<file path="config.mk">
export PLATFORM = sky130hd
export DESIGN_NAME = deal_sequencer
export DESIGN_NICKNAME = d
export VERILOG_FILES = /design/src/rtl/deal_sequencer.sv
export SDC_FILE = /design/constraint.sdc
export NUM_CORES = 1
export LEC_CHECK = 0
export ABC_AREA = 1
export ABC_CLOCK_PERIOD_IN_PS = 1260
export CAP_MARGIN = 5
export CORE_UTILIZATION = 45
export CTS_BUF_LIST = sky130_fd_sc_hd__clkbuf_2 sky130_fd_sc_hd__clkbuf_4 sky130_fd_sc_hd__clkbuf_8
export CTS_CLUSTER_SIZE = 30
export DETAILED_ROUTE_END_ITERATION = 10
export DONT_BUFFER_PORTS = 1
export HOLD_SLACK_MARGIN = 0.1
export PLACE_DENSITY = 0.6
export SYNTH_ARGS = -nofsm -noshare
export SYNTH_HDL_FRONTEND = slang
export SYNTH_SLANG_ARGS = --single-unit
</file>
<file path="constraint.sdc">
create_clock -name slow_clock -period 1.26 [get_ports slow_clock]
set_input_delay 0.063 -clock slow_clock [delete_from_list [all_inputs] [get_ports slow_clock]]
set_output_delay 0.063 -clock slow_clock [all_outputs]
set_load 0.005 [all_outputs]
</file>
<file path="src/rtl/deal_sequencer.sv">
// Baccarat deal sequencer: Moore FSM stepping card loads, third-card draws and the result lights.
// Natural hands settle 6 edges after reset release; player plus banker draws take 9.
module deal_sequencer (
   input  logic       slow_clock,
   input  logic       reset,
   input  logic [3:0] pscore,
   input  logic [3:0] dscore,
   input  logic [3:0] pcard3,
   output logic       load_pcard1,
   output logic       load_pcard2,
   output logic       load_pcard3,
   output logic       load_dcard1,
   output logic       load_dcard2,
   output logic       load_dcard3,
   output logic       player_win_light,
   output logic       dealer_win_light
);

   typedef enum logic [3:0] {
      S_IDLE   = 4'd0,
      S_P1     = 4'd1,
      S_D1     = 4'd2,
      S_P2     = 4'd3,
      S_D2     = 4'd4,
      S_EVAL   = 4'd5,
      S_P3     = 4'd6,
      S_BANK   = 4'd7,
      S_D3     = 4'd8,
      S_RESULT = 4'd9
   } state_t;

   state_t     state_q, state_d;
   // Load enables are registered from the next state so they align with state_q.
   // Bit order: {dcard3, dcard2, dcard1, pcard3, pcard2, pcard1}.
   logic [5:0] load_q, load_d;
   logic       banker_draw;

   always_comb begin
      banker_draw = 1'b0;
      case (dscore)
         4'd0, 4'd1, 4'd2: banker_draw = 1'b1;
         4'd3:             banker_draw = (pcard3 != 4'd8);
         4'd4:             banker_draw = (pcard3 >= 4'd2) && (pcard3 <= 4'd7);
         4'd5:             banker_draw = (pcard3 >= 4'd4) && (pcard3 <= 4'd7);
         4'd6:             banker_draw = (pcard3 >= 4'd6) && (pcard3 <= 4'd7);
         default:          banker_draw = 1'b0;
      endcase
   end

   always_comb begin
      state_d = S_IDLE;
      case (state_q)
         S_IDLE: state_d = S_P1;
         S_P1:   state_d = S_D1;
         S_D1:   state_d = S_P2;
         S_P2:   state_d = S_D2;
         S_D2:   state_d = S_EVAL;
         S_EVAL: begin
            if (pscore >= 4'd8 || dscore >= 4'd8)
               state_d = S_RESULT;
            else if (pscore <= 4'd5)
               state_d = S_P3;
            else if (dscore <= 4'd5)
               state_d = S_D3;
            else
               state_d = S_RESULT;
         end
         S_P3:     state_d = S_BANK;
         S_BANK:   state_d = banker_draw ? S_D3 : S_RESULT;
         S_D3:     state_d = S_RESULT;
         S_RESULT: state_d = S_RESULT;
         default:  state_d = S_IDLE;
      endcase
   end

   always_comb begin
      load_d = 6'b000000;
      case (state_d)
         S_P1:    load_d = 6'b000001;
         S_P2:    load_d = 6'b000010;
         S_P3:    load_d = 6'b000100;
         S_D1:    load_d = 6'b001000;
         S_D2:    load_d = 6'b010000;
         S_D3:    load_d = 6'b100000;
         default: load_d = 6'b000000;
      endcase
   end

   always_ff @(posedge slow_clock or posedge reset) begin
      if (reset) begin
         state_q <= S_IDLE;
         load_q  <= 6'b000000;
      end else begin
         state_q <= state_d;
         load_q  <= load_d;
      end
   end

   assign load_pcard1 = load_q[0];
   assign load_pcard2 = load_q[1];
   assign load_pcard3 = load_q[2];
   assign load_dcard1 = load_q[3];
   assign load_dcard2 = load_q[4];
   assign load_dcard3 = load_q[5];

   // Lights track the live scores once settled; a tie lights both.
   always_comb begin
      player_win_light = 1'b0;
      dealer_win_light = 1'b0;
      if (state_q == S_RESULT) begin
         player_win_light = (pscore >= dscore);
         dealer_win_light = (dscore >= pscore);
      end
   end

endmodule

</file>
==> run metrics, run 1 <==
status=complete, but fails checks; failing checks=setup timing; Syn Inst Count=88; area delta synth->final=31.8%; CTS HTree Levels=1; Starting Density=49.6%; grt ovf=0; FFs w/ async S/R, synth=100%; RR Endpoint=load_q[5]$_DFF_PP0_; DR WL/cell=11.6 um; IO Port Bufs=0; dpl hpwl=987 um; number of synthesized register bits=10; Worst Setup SP=state_q[1]$_DFF_PP0_; Distinct cells, synth=24; vias in the first global route=512; met3 Resource Use GR=12.2%; FMAX=0.777 GHz; vias=582; actual slew at the worst max-slew pin=395 ps; Synth warnings=0; final worst slack=-26.5 ps; Hold Crit Class=input pin to register; met2 usage=31.0%; Max VDD drop=0.00125 V; final worst-path cycle share=102%; headroom to the max-slew limit=73.6%; num rows=13; leading area contributor after synthesis=dfrtp_1; FF-to-FF setup slack=-30 ps; main flop type after synthesis=dfrtp_1; Final Wtd Congestion=0.736; layout cells sized above 1=41.9%; end point of the critical path=load_q[5]$_DFF_PP0_; largest net degree at the start of global routing=11; synth cell count leaders=inv_1 (19), nand2_1 (17), dfrtp_1 (10); initial antenna violation count=0; Syn Std Cell Area=669 sq um; clk_lat worst skew=270 ps; core area=0.00135 sq mm; Area contributors post-synth=dfrtp_1 (37%), inv_1 (11%), nand2_1 (9.5%); max-slew violation count=0; Overall Global Routing Usage=20.4%; Crit Path Category=register to register; met1 GRT Util=26.2%; Synth Area per Inst=7.61 sq um; Syn Nets=106; first-pass GRT wire length=2130 um; worst-path fanout max=5; die height=40.6 um; Worst Path Arrival=1490 ps; Core Util, Final=65.3%; most common cell in the netlist=inv_1; total CTS buffers=3; Residual DRC=0; Final Hold Slack=122 ps; # fillers=118; Routed WL=1400 um; net count reported at finish=124; CP Capture Type=register; Yosys top cell area share=37.4%; worst r2r path cells=8; clock tree from TritonCTS=done; minimum clock period=1290 ps; DR iter-0 viols=7; Pleak=0.000486 uW; vias per cell=4.85; final hold violation count=0; skew final=7.07 ps; CTS max path bufs=2; RSZ-0062 raised after global routing=yes; Sink Count=10; number of routed nets with antenna violations=0; first drt pass iteration count=4; Setup violations, final=2; CTS clk-pin slew, worst paths=60 ps; GR peak layer=met2; CP Data Required Time=1460 ps; sequential fraction of the synthesis area=37.4%; Die Wd=40.6 um; launch point of the worst reg-to-reg path=state_q[1]$_DFF_PP0_; root buf cell=clkbuf_4; max-cap violations=0; diodes inserted=0; Die ar.=0.00165 sq mm; Worst setup SP type=register; Ports=22; Post-synth EDFFs=0; P per Cell Area=2080 mW/mm^2
## how the worst min path moves through the flow
stage / from / end / slack (ps) / cells past startpoint
CTS: pcard3[3] / state_q[0]$_DFF_PP0_ / 100 / 6
finish: pcard3[3] / state_q[0]$_DFF_PP0_ / 120 / 6
detailed placement: reset / load_q[0]$_DFF_PP0_ / -50 / 1
global placement: reset / load_q[0]$_DFF_PP0_ / -60 / 1
floorplan: reset / load_q[0]$_DFF_PP0_ / -100 / 1
global route: pcard3[3] / state_q[0]$_DFF_PP0_ / 150 / 6
## where the power goes
| group | switching [uW] | total (uW) | leakage, uW | internal, uW |
|---|---|---|---|---|
| clock network | 113 | 288 | 0.0000210 | 176 |
| registers | 146 | 604 | 0.000127 | 458 |
| logic | 490 | 946 | 0.000338 | 456 |
## repair_timing
item	in CTS	in global routing
setup buffers	5	3
gates cloned	0	0
gates resized for setup	6	13
pin swaps	3	7
hold buffers	2	0
endpoints found under the setup margin	3	3
endpoints found under the hold margin	11	0
## routing by layer
metal	share of wire, %	wire (um)
met2	46	645
met5	0	0
met4	0	0
met1	48	666
met3	5.9	83
## final cells by class
class / instances / area, sq um / share of cell area [%]
multi-input combinational: 54 / 367 / 41.6
sequential: 10 / 254 / 28.8
timing repair buffer: 14 / 118 / 13.3
inverter: 23 / 88.8 / 10.1
clock buffer: 4 / 36.3 / 4.11
tap: 15 / 18.8 / 2.13
## cell usage in the layout, fill, tap and decap left out, types with 2 or more instances in the layout
master | synthesis | final
inv_2 | 3 | 5
nand2_2 | 1 | 4
ha_1 | 4 | 4
inv_1 | 19 | 17
nand3_2 | 0 | 3
dfrtp_2 | 0 | 3
buf_4 | 0 | 10
dfrtp_1 | 10 | 7
dlygate4sd3_1 | 0 | 2
nand2_4 | 1 | 3
a21oi_1 | 3 | 3
clkbuf_4 | 0 | 3
nor2_2 | 5 | 4
buf_6 | 1 | 2
nor2_1 | 8 | 8
nand2_1 | 17 | 12
## metrics by stage
stage | setup WS, ps | instance area (sq um) | total power [uW] | setup TNS [ps] | instances
2_1_floorplan | 101 | 669 | 1100 | 0 | 88
3_3_place_gp | -26.9 | 707 | 1230 | -26.9 | 106
3_5_place_dp | -48.5 | 707 | 1240 | -48.5 | 106
4_1_cts | -5.73 | 821 | 1690 | -5.73 | 117
5_1_grt | -101 | 882 | 1980 | -193 | 120
6_report | -26.5 | 882 | 1840 | -49.0 | 120
## critical path, cell delays in order (launching register included)
cell,delay (ps)
dfrtp_2,440
inv_2,100
nand2_4,60
nor2_4,140
buf_6,120
nand2_4,50
a31oi_4,180
inv_2,50
nor2_2,90
## state kept, by name (all words and copies together) (netlist names)
signal and flops:
load_q 6, state_q 4
## cells by family (layout without fill, tap and decap cells)
logic type | count (synthesis) | after routing | share of synthesized area [%]
adders and majority gates | 4 | 4 | 7.48
DFF | 10 | 10 | 37.4
AOI/OAI and AO/OA | 10 | 10 | 11.8
and+or+nand+nor | 40 | 40 | 28.4
buffers and inverters | 24 | 41 | 15.0
Power figures use the tool's default switching activity.
==> run 2, diff against run 1 <==
--- a/config.mk
+++ b/config.mk
@@ -8,6 +8,7 @@
 export ABC_AREA = 1
 export ABC_CLOCK_PERIOD_IN_PS = 1260
 export CAP_MARGIN = 5
+export CORE_MARGIN = 10
 export CORE_UTILIZATION = 45
 export CTS_BUF_LIST = sky130_fd_sc_hd__clkbuf_2 sky130_fd_sc_hd__clkbuf_4 sky130_fd_sc_hd__clkbuf_8
 export CTS_CLUSTER_SIZE = 30
@@ -15,6 +16,7 @@
 export DONT_BUFFER_PORTS = 1
 export HOLD_SLACK_MARGIN = 0.1
 export PLACE_DENSITY = 0.6
+export SETUP_SLACK_MARGIN = 0.15
 export SYNTH_ARGS = -nofsm -noshare
 export SYNTH_HDL_FRONTEND = slang
 export SYNTH_SLANG_ARGS = --single-unit
==> run 2 against run 1 <==
Against the previous run:
- the run still ends with setup timing left
- global-route usage decreased by 11 points
- sequential cell count unchanged
- register-to-register slack improved by 50 ps
- combinational power decreased by 9.1%
- total power decreased by 5.3%
- worst setup slack got worse by 29 ps
- largest cell class unchanged
- largest power group unchanged
- maximum frequency decreased by 2.2%
- cell count decreased by 5.8%
- via count decreased by 4.3%
- sequential power decreased by 0.8%
- critical path type is now register to output pin
- critical path depth decreased by 3
- core utilization decreased by 3.7 points
==> run metrics, run 2 (synthesized netlist as in run 1, its figures left out) <==
status=complete, but fails checks; failing checks=setup timing; Final Hold Slack=142 ps (+20.2 ps); final worst-path cycle share=104% (+2.3 points); design area=832 sq um (-5.7%); Pleak=0.000452 uW (-6.9%); Placed Area=724 sq um (+2.5%); most flop-heavy register=load_q; grt ovf=0 (unchanged); final worst slack=-55.5 ps (-29.0 ps); Worst setup SP type=register; first-pass GRT wire length=2540 um (+19%); clk_lat worst skew=260 ps (about the same); # fillers=122 (+3.4%); placed cells=107 (+0.94%); Die ar.=0.00343 sq mm (+110%); Starting Density=49.6% (unchanged); Multi-input gate area=372 sq um (+1.4%); total CTS buffers=3 (unchanged); Die Wd=58.6 um (+44%); Routed WL=1480 um (+6.0%); max-slew violation count=0 (unchanged); clock tree from TritonCTS=done; first drt pass iteration count=4 (unchanged); Reg area=254 sq um (unchanged); CTS clk-pin slew, worst paths=70 ps (about the same); root buf cell=clkbuf_4; most frequent cells in the layout=inv_1 (18), nand2_1 (17), nor2_1 (7), dfrtp_1 (7); Final Wtd Congestion=0.765 (+4.0%); skew final=5.17 ps (-1.90 ps); Sink Count=10 (unchanged); number of routed nets with antenna violations=0 (unchanged); net count reported at finish=117 (-5.6%); CP Capture Type=output pin; P per Cell Area=2090 mW/mm^2 (+0.40%); die height=58.6 um (+44%); Worst Path Arrival=1250 ps (-240 ps); Crit Path Category=register to output pin; DR iter-0 viols=7 (unchanged); dpl hpwl=1220 um (+24%); Largest regs=load_q x6, state_q x4; max-cap violations=0 (unchanged); vias=557 (-4.3%); CTS max path bufs=2 (unchanged); core area=0.00135 sq mm (unchanged); Max VDD drop=0.00117 V (-6.9%); diodes inserted=0 (unchanged); vias in the first global route=548 (+7.0%); worst-path fanout max=5 (unchanged); FMAX=0.760 GHz (-2.2%); CP Data Required Time=1200 ps (-260 ps); FF-to-FF setup slack=20 ps (+50 ps); headroom to the max-slew limit=75.6% (+2.0 points); Ports=22 (unchanged); vias per cell=4.93 (+1.6%); Setup violations, final=2 (unchanged); IO Port Bufs=0 (unchanged); dpl ws=-26.7 ps (+21.9 ps); RSZ-0062 raised after global routing=yes; num rows=13 (unchanged); layout cells sized above 1=33.7% (-8.2 points); most common cell after layout, fill and taps aside=inv_1; Cell Count, Final, Fillers Out=113 (-5.8%); area delta synth->final=24.3%; CTS HTree Levels=1 (unchanged); DR WL/cell=13.1 um (+13%); final hold violation count=0 (unchanged); minimum clock period=1320 ps (+29.0 ps); Residual DRC=0 (unchanged); Hold Crit Class=input pin to register; Overall Global Routing Usage=9.34% (-11 points); max reg flops=6 (unchanged); initial antenna violation count=0 (unchanged); Final TNS setup=-109 ps (-60.1 ps); largest net degree at the start of global routing=11 (unchanged); actual slew at the worst max-slew pin=366 ps (-29.9 ps)
## run 2: critical path: stages (launching register included)
cell,delay [ps]
dfrtp_2,450
buf_6,140
nor2_4,70
nand3_2,70
a31o_4,210
inv_2,50
## run 2: worst paths after layout
kind / start / to / depth (start not counted)
worst max-delay path: state_q[1]$_DFF_PP0_ / dealer_win_light / 5
worst min-delay path: dscore[3] / state_q[0]$_DFF_PP0_ / 6
worst max register to register: state_q[1]$_DFF_PP0_ / load_q[5]$_DFF_PP0_ / 10
worst min register to register: state_q[0]$_DFF_PP0_ / load_q[1]$_DFF_PP0_ / 1
max in group asynchronous: reset / state_q[1]$_DFF_PP0_ / 2
min in group asynchronous: reset / load_q[4]$_DFF_PP0_ / 2
## run 2: power breakdown
part           switching [uW]  total, uW  leakage (uW)  internal, uW
sequential                141        599      0.000127           459
combinational             473        860      0.000304           387
clock                     106        282     0.0000210           175
total                     721       1740      0.000452          1020
## run 2: cell type report
class / count / share of cell area, %
inverters: 23 / 10.7
repair buffers: 7 / 7.52
well taps: 15 / 2.26
flip-flops and latches: 10 / 30.5
multi-input cells: 54 / 44.7
clock buffers: 4 / 4.36
## run 2: through the flow
step | utilization [%] | total power (uW)
finish | 61.6 | 1740
global route | 61.6 | 1890
CTS | 59.3 | 1700
detailed placement | 53.7 | 1350
global placement | 53.7 | 1340
floorplan | - | 1130
## run 2: timing repair
item,CTS,global route
setup buffers,1,0
resized for setup,7,7
pin swaps,3,0
cloned,0,0
setup endpoints to repair,5,8
hold buffers,1,0
endpoints found under the hold margin,10,0
## run 2: per-layer routing
layer | global-route usage [%] | share of wire, % | up-vias
li1 | - | - | 290
met1 | 11.2 | 43 | 252
met2 | 14.1 | 48 | 15
met3 | 6.01 | 9.1 | 0
met4 | 0.984 | 0 | 0
met5 | 0 | 0 | -
